**src/rtl/argmax_classifier.sv**
```systemverilog
// ============================================================================
// Module   : argmax_classifier
// Purpose  : Serial argmax over a captured neuron-output vector; publishes the
//            winning index/value with a one-cycle valid + interrupt pulse.
//            Define ARGMAX_SIGNED_EN for two's-complement comparison.
// Revision : 1.0
// ============================================================================
`default_nettype none

module argmax_classifier #(
  parameter int DATA_WIDTH = 16,
  parameter int NUM_INPUT  = 10,
  parameter int IDX_WIDTH  = 32
) (
  input  logic                            s_axi_aclk,
  input  logic                            s_axi_aresetn,
  input  logic [NUM_INPUT*DATA_WIDTH-1:0] i_data,
  input  logic                            i_valid,
  output logic                            i_ready,
  output logic [IDX_WIDTH-1:0]            o_class,
  output logic [DATA_WIDTH-1:0]           o_max,
  output logic                            o_valid,
  output logic                            intr
);

  localparam int CNT_W = (NUM_INPUT > 2) ? $clog2(NUM_INPUT) : 1;
  localparam logic [CNT_W-1:0] c_last = CNT_W'(NUM_INPUT - 1);

  localparam logic [1:0] c_st_idle = 2'd0;
  localparam logic [1:0] c_st_scan = 2'd1;
  localparam logic [1:0] c_st_done = 2'd2;

  generate
    if (NUM_INPUT < 2) begin : g_bad_num_input
      $error("argmax_classifier: NUM_INPUT must be at least 2");
    end
  endgenerate

  logic [1:0]            r_state;
  logic [1:0]            w_state_next;
  logic                  r_armed;
  logic [DATA_WIDTH-1:0] r_buf [NUM_INPUT];
  logic [DATA_WIDTH-1:0] r_max;
  logic [CNT_W-1:0]      r_idx;
  logic [CNT_W-1:0]      r_cnt;
  logic [CNT_W-1:0]      r_class;
  logic [DATA_WIDTH-1:0] r_omax;

  logic [DATA_WIDTH-1:0] w_elem;
  logic                  w_gt;
  logic [DATA_WIDTH-1:0] w_new_max;
  logic [CNT_W-1:0]      w_new_idx;
  logic                  w_accept;

  assign w_elem = r_buf[r_cnt];

`ifdef ARGMAX_SIGNED_EN
  assign w_gt = $signed(w_elem) > $signed(r_max);
`else
  assign w_gt = w_elem > r_max;
`endif

  // Strict compare keeps the lowest index on ties.
  assign w_new_max = w_gt ? w_elem : r_max;
  assign w_new_idx = w_gt ? r_cnt  : r_idx;
  assign w_accept  = i_valid && i_ready;

  // State register; r_armed holds i_ready low until the first edge after reset.
  always_ff @(posedge s_axi_aclk or negedge s_axi_aresetn) begin
    if (!s_axi_aresetn) begin
      r_state <= c_st_idle;
      r_armed <= 1'b0;
    end else begin
      r_state <= w_state_next;
      r_armed <= 1'b1;
    end
  end

  always_comb begin
    w_state_next = r_state;
    case (r_state)
      c_st_idle: if (w_accept) w_state_next = c_st_scan;
      c_st_scan: if (r_cnt == c_last) w_state_next = c_st_done;
      c_st_done: w_state_next = c_st_idle;
      default:   w_state_next = c_st_idle;
    endcase
  end

  always_comb begin
    i_ready = (r_state == c_st_idle) && r_armed;
    o_valid = (r_state == c_st_done);
    intr    = (r_state == c_st_done);
  end

  // Results are loaded on the edge entering DONE so they are valid with o_valid.
  always_ff @(posedge s_axi_aclk or negedge s_axi_aresetn) begin
    if (!s_axi_aresetn) begin
      for (int i = 0; i < NUM_INPUT; i++) r_buf[i] <= '0;
      r_max   <= '0;
      r_idx   <= '0;
      r_cnt   <= '0;
      r_class <= '0;
      r_omax  <= '0;
    end else if (r_state == c_st_idle && w_accept) begin
      for (int i = 0; i < NUM_INPUT; i++) r_buf[i] <= i_data[i*DATA_WIDTH +: DATA_WIDTH];
      r_max <= i_data[DATA_WIDTH-1:0];
      r_idx <= '0;
      r_cnt <= CNT_W'(1);
    end else if (r_state == c_st_scan) begin
      r_max <= w_new_max;
      r_idx <= w_new_idx;
      r_cnt <= r_cnt + CNT_W'(1);
      if (r_cnt == c_last) begin
        r_class <= w_new_idx;
        r_omax  <= w_new_max;
      end
    end
  end

  assign o_class = IDX_WIDTH'(r_class);
  assign o_max   = r_omax;

endmodule

`default_nettype wire
```
**config.mk**
```make
export PLATFORM = sky130hd
export DESIGN_NAME = argmax_classifier
export DESIGN_NICKNAME = d
export VERILOG_FILES = /design/src/rtl/argmax_classifier.sv
export SDC_FILE = /design/constraint.sdc
export NUM_CORES = 1
export LEC_CHECK = 0
export BUFFER_PORTS_ARGS = -buffer_cell sky130_fd_sc_hd__buf_2
export CAP_MARGIN = 10
export CORE_ASPECT_RATIO = 2
export CORE_UTILIZATION = 51
export CTS_BUF_LIST = sky130_fd_sc_hd__clkbuf_4
export CTS_CLUSTER_SIZE = 14
export DETAILED_ROUTE_END_ITERATION = 10
export HOLD_SLACK_MARGIN = 0.02
export PLACE_DENSITY = 0.79
export RECOVER_POWER = 100
export SYNTH_ARGS = -nofsm -noshare
export SYNTH_HDL_FRONTEND = slang
export SYNTH_SLANG_ARGS = --single-unit
```
**constraint.sdc**
```tcl
create_clock -name s_axi_aclk -period 4.03 [get_ports s_axi_aclk]
set_input_delay 0.806 -clock s_axi_aclk [delete_from_list [all_inputs] [get_ports s_axi_aclk]]
set_output_delay 0.806 -clock s_axi_aclk [all_outputs]
set_load 0.005 [all_outputs]
```
==> results of run 1 <==
## final cells by class
class	instances	area, sq um	share of cell area, %
Clock inverter	13	78.8	0.677
Multi-Input combinational cell	809	4360	37.4
Tap cell	259	324	2.78
Timing Repair Buffer	208	1140	9.82
Antenna cell	1	2.50	0.0215
Inverter	19	71.3	0.613
Clock buffer	64	480	4.13
Sequential cell	207	5180	44.5
## metal layers
layer	vias up	routed length [um]	GRT usage, %
met1	3965	9850	31.1
met4	0	1880	19.9
met3	94	1290	3.41
li1	4002	-	-
met5	-	0	0
met2	331	14200	48.7
## synth_stat cells (14+ instances only)
| cell | n |
|---|---|
| sky130_fd_sc_hd__a21oi_1 | 25 |
| sky130_fd_sc_hd__a21o_1 | 16 |
| sky130_fd_sc_hd__o21ai_0 | 22 |
| sky130_fd_sc_hd__o221ai_1 | 18 |
| sky130_fd_sc_hd__a22oi_1 | 16 |
| sky130_fd_sc_hd__a221o_1 | 15 |
| sky130_fd_sc_hd__o31a_1 | 14 |
| sky130_fd_sc_hd__mux2_2 | 17 |
| sky130_fd_sc_hd__and3_1 | 16 |
| sky130_fd_sc_hd__buf_4 | 29 |
| sky130_fd_sc_hd__mux2i_1 | 65 |
| sky130_fd_sc_hd__nand2_1 | 450 |
| sky130_fd_sc_hd__nor2_1 | 39 |
| sky130_fd_sc_hd__nand3_1 | 20 |
| sky130_fd_sc_hd__dfrtp_1 | 207 |
| sky130_fd_sc_hd__inv_1 | 19 |
| sky130_fd_sc_hd__ha_1 | 18 |
| sky130_fd_sc_hd__clkbuf_1 | 61 |
## sequential cells by signal, indices dropped and copies added, names as in the netlist
register  flops
r_armed       1
r_max        16
r_cnt         4
r_buf       160
r_state       2
r_class       4
o_max        16
r_idx         4
## per-stage QoR
step,std cells,area (sq um),hold slack [ns]
after CTS,1579,11700,0.243
after global routing,1580,11600,0.315
after floorplan,1137,10100,0.438
final,1580,11600,0.340
after global placement,1502,11100,0.454
after detailed placement,1502,11100,0.458
## how the worst max path moves through the flow
stage	to	cells after the start
global route	r_max[12]	11
finish	r_class[1]	12
detailed placement	r_max[11]	12
CTS	r_idx[0]	11
floorplan	r_max[10]	14
global placement	r_max[14]	12
## cells by family (layout without fill, tap and decap cells)
logic type	count (synthesis)	after routing	share of synthesized area, %
mux	82	82	8.42
other cells	2	30	0.0751
simple gates	543	543	21.5
fa+ha+maj	18	18	2.25
flops	207	207	51.8
compound gates	135	135	10.0
xor+xnor	2	2	0.175
buf+inv	121	304	5.84
## tightest hold or removal path: cells and delay by family
family | cells | cell delay, ns
buffers and inverters | 1 | 0.07
AND/OR/NAND/NOR | 2 | 0.08
## timing repair
item / in CTS / in global routing
endpoints found under the setup margin: 14 / 18
pin swaps: 0 / 0
gates resized for setup: 1 / 1
## power by group through the flow
| stage | Combinational [mW] | Clock, mW | Sequential, mW |
|---|---|---|---|
| final | 4.99 | 1.61 | 3.93 |
| after global routing | 5.51 | 1.75 | 4.03 |
| after CTS | 5.01 | 1.65 | 3.91 |
| after detailed placement | 4.98 | 0 | 3.94 |
| after global placement | 4.86 | 0 | 3.92 |
| after floorplan | 3.65 | 0 | 3.59 |
==> results.toml, run 1 <==
[timing]
fin_max_slew_vios = 242
final_hold_viol_count = 0
finalCriticalPeriod_ns = 3.88
totalNegativeSetupSlack_ns = 0
fmax_ghz = 0.258
slew_headroom_pct = -69.9
setup_violations = 0
grt_setup_unrepaired = "false"
fin_skew_ns = 0.0412
final.setup.worst_slack_ns = 0.148
worst_pin_slew_ns = 2.55
final.period_utilization_pct = 96.3

[synthesis]
ys_async_sr_fraction_pct = 100
post-synth-top-area-cell = "sky130_fd_sc_hd__dfrtp_1"
yosysWarnings = 0
count_of_flip_flops_with_a_built_in_enable_after_synthesis = 0
syn_area_per_cell_sq_um = 9.01
postSynth.topFlopCell = "sky130_fd_sc_hd__dfrtp_1"
flip_flop_and_latch_count_after_synthesis = 207
synth_top_area_share_pct = 51.8
mappedNetlistArea_sq_mm = 0.0100
netlist_top_cells_area = "sky130_fd_sc_hd__dfrtp_1 (52%), sky130_fd_sc_hd__nand2_1 (17%), sky130_fd_sc_hd__mux2i_1 (6.5%)"
syn-instance-count = 1110
synth_seq_area_share_pct = 51.8
synth.distinct_cells = 40

[place]
io_buffers = 185
hpwlAfterDp_mm = 19.8
gp_routability_congestion = 0.961
detailedPlace.worstSlack_ns = -0.106

[worst_setup_path]
path_delay_family = "compound AO/OA/AOI/OAI gates"
timing.critical_path.from = "r_cnt[1]"
timing.critical_path.slowest_stage_cell = "sky130_fd_sc_hd__dfrtp_4"
critPathCaptureType = "flip-flop"
slack_of_the_worst_reg_to_reg_path_ns = 0.15
path_cells = "buf_4 > buf_4 > mux2i_1 > nor2_1 > o31a_1 > ha_1 > nand4_1 > a2111o_1 > a31oi_4 > buf_12 > mux2i_1 > a21oi_1"
setup.worst_path.class = "reg2reg"
critical-path-max-stage-delay_ns = 0.75
timing.critical_path.buf_inv = 3
worst_r2r_endpoint = "r_class[1]"
critical_path_arrival_ns = 4.37
worstSetupStartpointType = "flip-flop"
data_required_time_at_the_worst_endpoint_ns = 4.52
critical_path.reg2reg.startpoint = "r_cnt[1]"
critPathMaxFanout = 29
rr_worst_depth = 12

[clock_tree]
clock_insertion_delay_at_the_later_pin_of_the_skew_report_ns = 0.66
cts_setup_buffers = 0
tritoncts_buffer_count = 48
clkSinkCount = 207
cts.clk_slew.worst_paths_ns = 0.08
ctsHoldBuffers = 0
root_cell_of_the_clock_tree = "sky130_fd_sc_hd__clkbuf_4"
cts_tree = "yes"
ctsHtreeMaxLevel = 2
cts.path.max_buffers = 3

[grt]
grt_start_max_net_pins = 112
antenna_found_initial = 1
first_pass_grt_wire_length_mm = 42.1
track_usage_pct = 27.9
globalRouteOverflowTotal = 0
grt_pass1_vias = 8220

[routing]
detail_route.drc_violations = 0
drt-wirelength-per-cell_um = 17.2
total_routed_length_mm = 27.2
number_of_detailed_route_iterations_in_the_first_pass = 5
num_vias = 8392
final_ant_viol_nets = 0
drtIter0Drc = 411
detail_routed_via_count_per_cell = 5.31

[power]
ir_worst_vdd_v = 0.000467
fin_total_pwr_mw = 10.5
power_per_cell_area_mw_per_mm2 = 905
cellLeakagePower_nw = 6.24
p_int_mw = 6.07
p_seq_share_pct = 37.3
p_sw_mw = 4.46
clock_power_share_pct = 15.3
power_switching_share_pct = 42.3
combinationalPowerShare_pct = 47.4

[floorplan]
starting_density_pct = 51.9
count_of_boundary_i_o_pins = 214
dieHeight_um = 200
fp.dieW_um = 101
core_region_area_sq_mm = 0.0193
core.rowCount = 72
die_area_sq_mm = 0.0202

[cells_and_area]
most_common_cell_after_layout_fill_and_taps_aside = "sky130_fd_sc_hd__nand2_1"
nFillCells = 1721
layout-drive-gt1-share_pct = 22.3
layout_overhead_on_the_synthesized_area_pct = 16.3
final_core_utilization_pct = 60.4
nNetsFinal = 1474
top_library_cells_by_usage_in_the_layout_fill_and_taps_aside = "sky130_fd_sc_hd__nand2_1 (450), sky130_fd_sc_hd__dfrtp_1 (206), sky130_fd_sc_hd__buf_2 (174)"

[hold_path]
worstHoldEndpoint = "r_buf[52]"
worstHoldPathType = "in2reg"
hold_depth = 3
worst_hold_startpoint = "i_data[100]"

[outcome]
failed_checks = "capacitance limit, slew limit"
status = "finished with violations"

[run]
maxCapViolCount = 3
Note: power is estimated with default switching activity, not from simulation.
==> inputs of run 2 (changes only) <==
PLACE_DENSITY = 0.78   (was 0.79)
==> run 2 against run 1 <==
  * The flow still finishes with violations (capacitance limit, slew limit)
  * Largest cell class unchanged
  * Die area did not move
  * Clock-buffer cell count unchanged
  * Critical endpoint is now o_max[11]
  * Critical path depth did not move
  * Core utilization grew 0.45 points
==> results.toml, run 2 (synthesized netlist as in run 1, its figures left out) <==
[outcome]
status = "finished with violations"
failed_checks = "capacitance limit, slew limit"

[routing]
drtIter0Drc = 540
met1_length_mm = 10.1
total_routed_length_mm = 27.7
final_ant_viol_nets = 0
detail_routed_via_count_per_cell = 5.28
detail_route.drc_violations = 0
drt-wirelength-per-cell_um = 17.4
top_layer = "met4"
num_vias = 8399
number_of_detailed_route_iterations_in_the_first_pass = 8
met2_length_mm = 14.3
wl_met3_mm = 1.33

[power]
power_per_cell_area_mw_per_mm2 = 915
clock_power_share_pct = 15.3
p_sw_mw = 4.54
power_switching_share_pct = 42.3
p_seq_share_pct = 36.5
combinationalPowerShare_pct = 48.2
fin_total_pwr_mw = 10.7
cellLeakagePower_nw = 6.29
p_int_mw = 6.19
ir_worst_vdd_v = 0.000443

[cells_and_area]
layout_overhead_on_the_synthesized_area_pct = 17.2
most_common_cell_after_layout_fill_and_taps_aside = "sky130_fd_sc_hd__nand2_1"
layout-drive-gt1-share_pct = 23.0
largest_register_ff_count = 160
final_core_utilization_pct = 60.8
top_library_cells_by_usage_in_the_layout_fill_and_taps_aside = "sky130_fd_sc_hd__nand2_1 (450), sky130_fd_sc_hd__dfrtp_1 (206), sky130_fd_sc_hd__buf_2 (175)"
nNetsFinal = 1479
registers.top_by_ff_count = "r_buf"

[timing]
fmax_ghz = 0.260
fin_max_slew_vios = 159
final.period_utilization_pct = 95.4
fin_skew_ns = 0.0501
setup_violations = 0
slew_headroom_pct = -59.3
final_hold_viol_count = 0
grt_setup_unrepaired = "false"
finalCriticalPeriod_ns = 3.84
worst_pin_slew_ns = 2.38

[floorplan]
dieHeight_um = 200
core.rowCount = 72
fp.dieW_um = 101
core_region_area_sq_mm = 0.0193
die_area_sq_mm = 0.0202
count_of_boundary_i_o_pins = 214
starting_density_pct = 51.9

[clock_tree]
clkSinkCount = 207
tritoncts_buffer_count = 47
cts_tree = "yes"
ctsHtreeMaxLevel = 2
clock_insertion_delay_at_the_later_pin_of_the_skew_report_ns = 0.68
cts.path.max_buffers = 3
ctsHoldBuffers = 0
cts.clk_slew.worst_paths_ns = 0.08
root_cell_of_the_clock_tree = "sky130_fd_sc_hd__clkbuf_4"

[grt]
grt_pass1_vias = 8187
grt_start_max_net_pins = 96
antenna_found_initial = 1
track_usage_pct = 27.7
globalRouteOverflowTotal = 0
first_pass_grt_wire_length_mm = 41.7

[worst_setup_path]
critical_path_arrival_ns = 4.34
setup.worst_path.class = "reg2reg"
critical-path-max-stage-delay_ns = 0.47
timing.critical_path.from = "r_cnt[0]"
data_required_time_at_the_worst_endpoint_ns = 4.52
worstSetupStartpointType = "flip-flop"
path_cells = "buf_12 > mux2_2 > a22oi_1 > o21ai_0 > o31a_1 > ha_1 > nand4_1 > a2111o_1 > a31oi_4 > buf_8 > mux2i_1 > a21oi_1"
critPathCaptureType = "flip-flop"
timing.critical_path.slowest_stage_cell = "sky130_fd_sc_hd__a2111o_1"
critPathMaxFanout = 22
critical_path.reg2reg.startpoint = "r_cnt[0]"

[run]
maxCapViolCount = 2

[place]
gp_routability_congestion = 1.03
io_buffers = 185
hpwlAfterDp_mm = 20.2

[hold_path]
worstHoldPathType = "in2reg"
worst_hold_startpoint = "i_data[66]"
[run 2: cell types whose count changed in the layout (fill, tap and decap cells not counted), sizes merged]
cell,change
clkinv,+5
buf,+6
[run 2: final timing paths]
check | to | slack (ns) | cells past startpoint
worst min register to register | r_buf[18] | 0.47 | 2
max in group asynchronous | r_buf[28] | 0.98 | 2
worst max-delay path | o_max[11] | 0.19 | 12
min in group asynchronous | r_buf[50] | 0.72 | 1
worst max register to register | o_max[11] | 0.19 | 12
worst min-delay path | r_buf[82] | 0.32 | 3
[run 2: per-layer routing]
| layer | vias up | track usage (%) |
|---|---|---|
| li1 | 4023 | - |
| met1 | 3902 | 30.3 |
| met2 | 360 | 48.2 |
| met3 | 114 | 3.83 |
| met4 | 0 | 20.9 |
| met5 | - | 0 |
[run 2: per-stage QoR]
| step | area, sq um | worst slack, ns | hold WS [ns] | TNS, ns | instances |
|---|---|---|---|---|---|
| floorplan | 10100 | 0.185 | 0.438 | 0 | 1137 |
| global placement | 11100 | 0.0385 | 0.454 | 0 | 1504 |
| detailed placement | 11100 | -0.0882 | 0.458 | -1.12 | 1504 |
| CTS | 11700 | 0.0460 | 0.174 | 0 | 1586 |
| global route | 11700 | 0.0304 | 0.306 | 0 | 1591 |
| finish | 11700 | 0.187 | 0.318 | 0 | 1591 |
[run 2: critical path: cells and delay by family (launching register included)]
| family | cells | cell delay, ns |
|---|---|---|
| compound gates | 6 | 1.55 |
| mux | 2 | 0.71 |
| buf+inv | 2 | 0.45 |
| flops | 1 | 0.40 |
| fa+ha+maj | 1 | 0.33 |
| simple gates | 1 | 0.20 |
[run 2: cell type report]
type / instances / area [sq um]
tap: 259 / 324
multi-input combinational: 809 / 4360
clock buffer: 64 / 480
sequential: 207 / 5180
timing repair buffer: 214 / 1200
inverter: 19 / 71.3
antenna: 1 / 2.50
fill: 1725 / 7550
clock inverter: 18 / 104
[run 2: power groups by stage]
stage	clock, mW	sequential, mW	combinational [mW]
5_1_grt	1.77	4.00	5.64
6_report	1.64	3.92	5.17
4_1_cts	1.67	3.92	4.96
2_1_floorplan	0	3.59	3.65
3_3_place_gp	0	3.94	4.72
3_5_place_dp	0	3.95	4.91
[run 2: timing repair]
| action | 4_1_cts | 5_1_grt |
|---|---|---|
| endpoints found under the setup margin | 14 | 29 |
| pin swaps | 0 | 1 |
| resized for setup | 2 | 3 |
| cloned | 0 | 0 |
| buffers inserted | 0 | 4 |
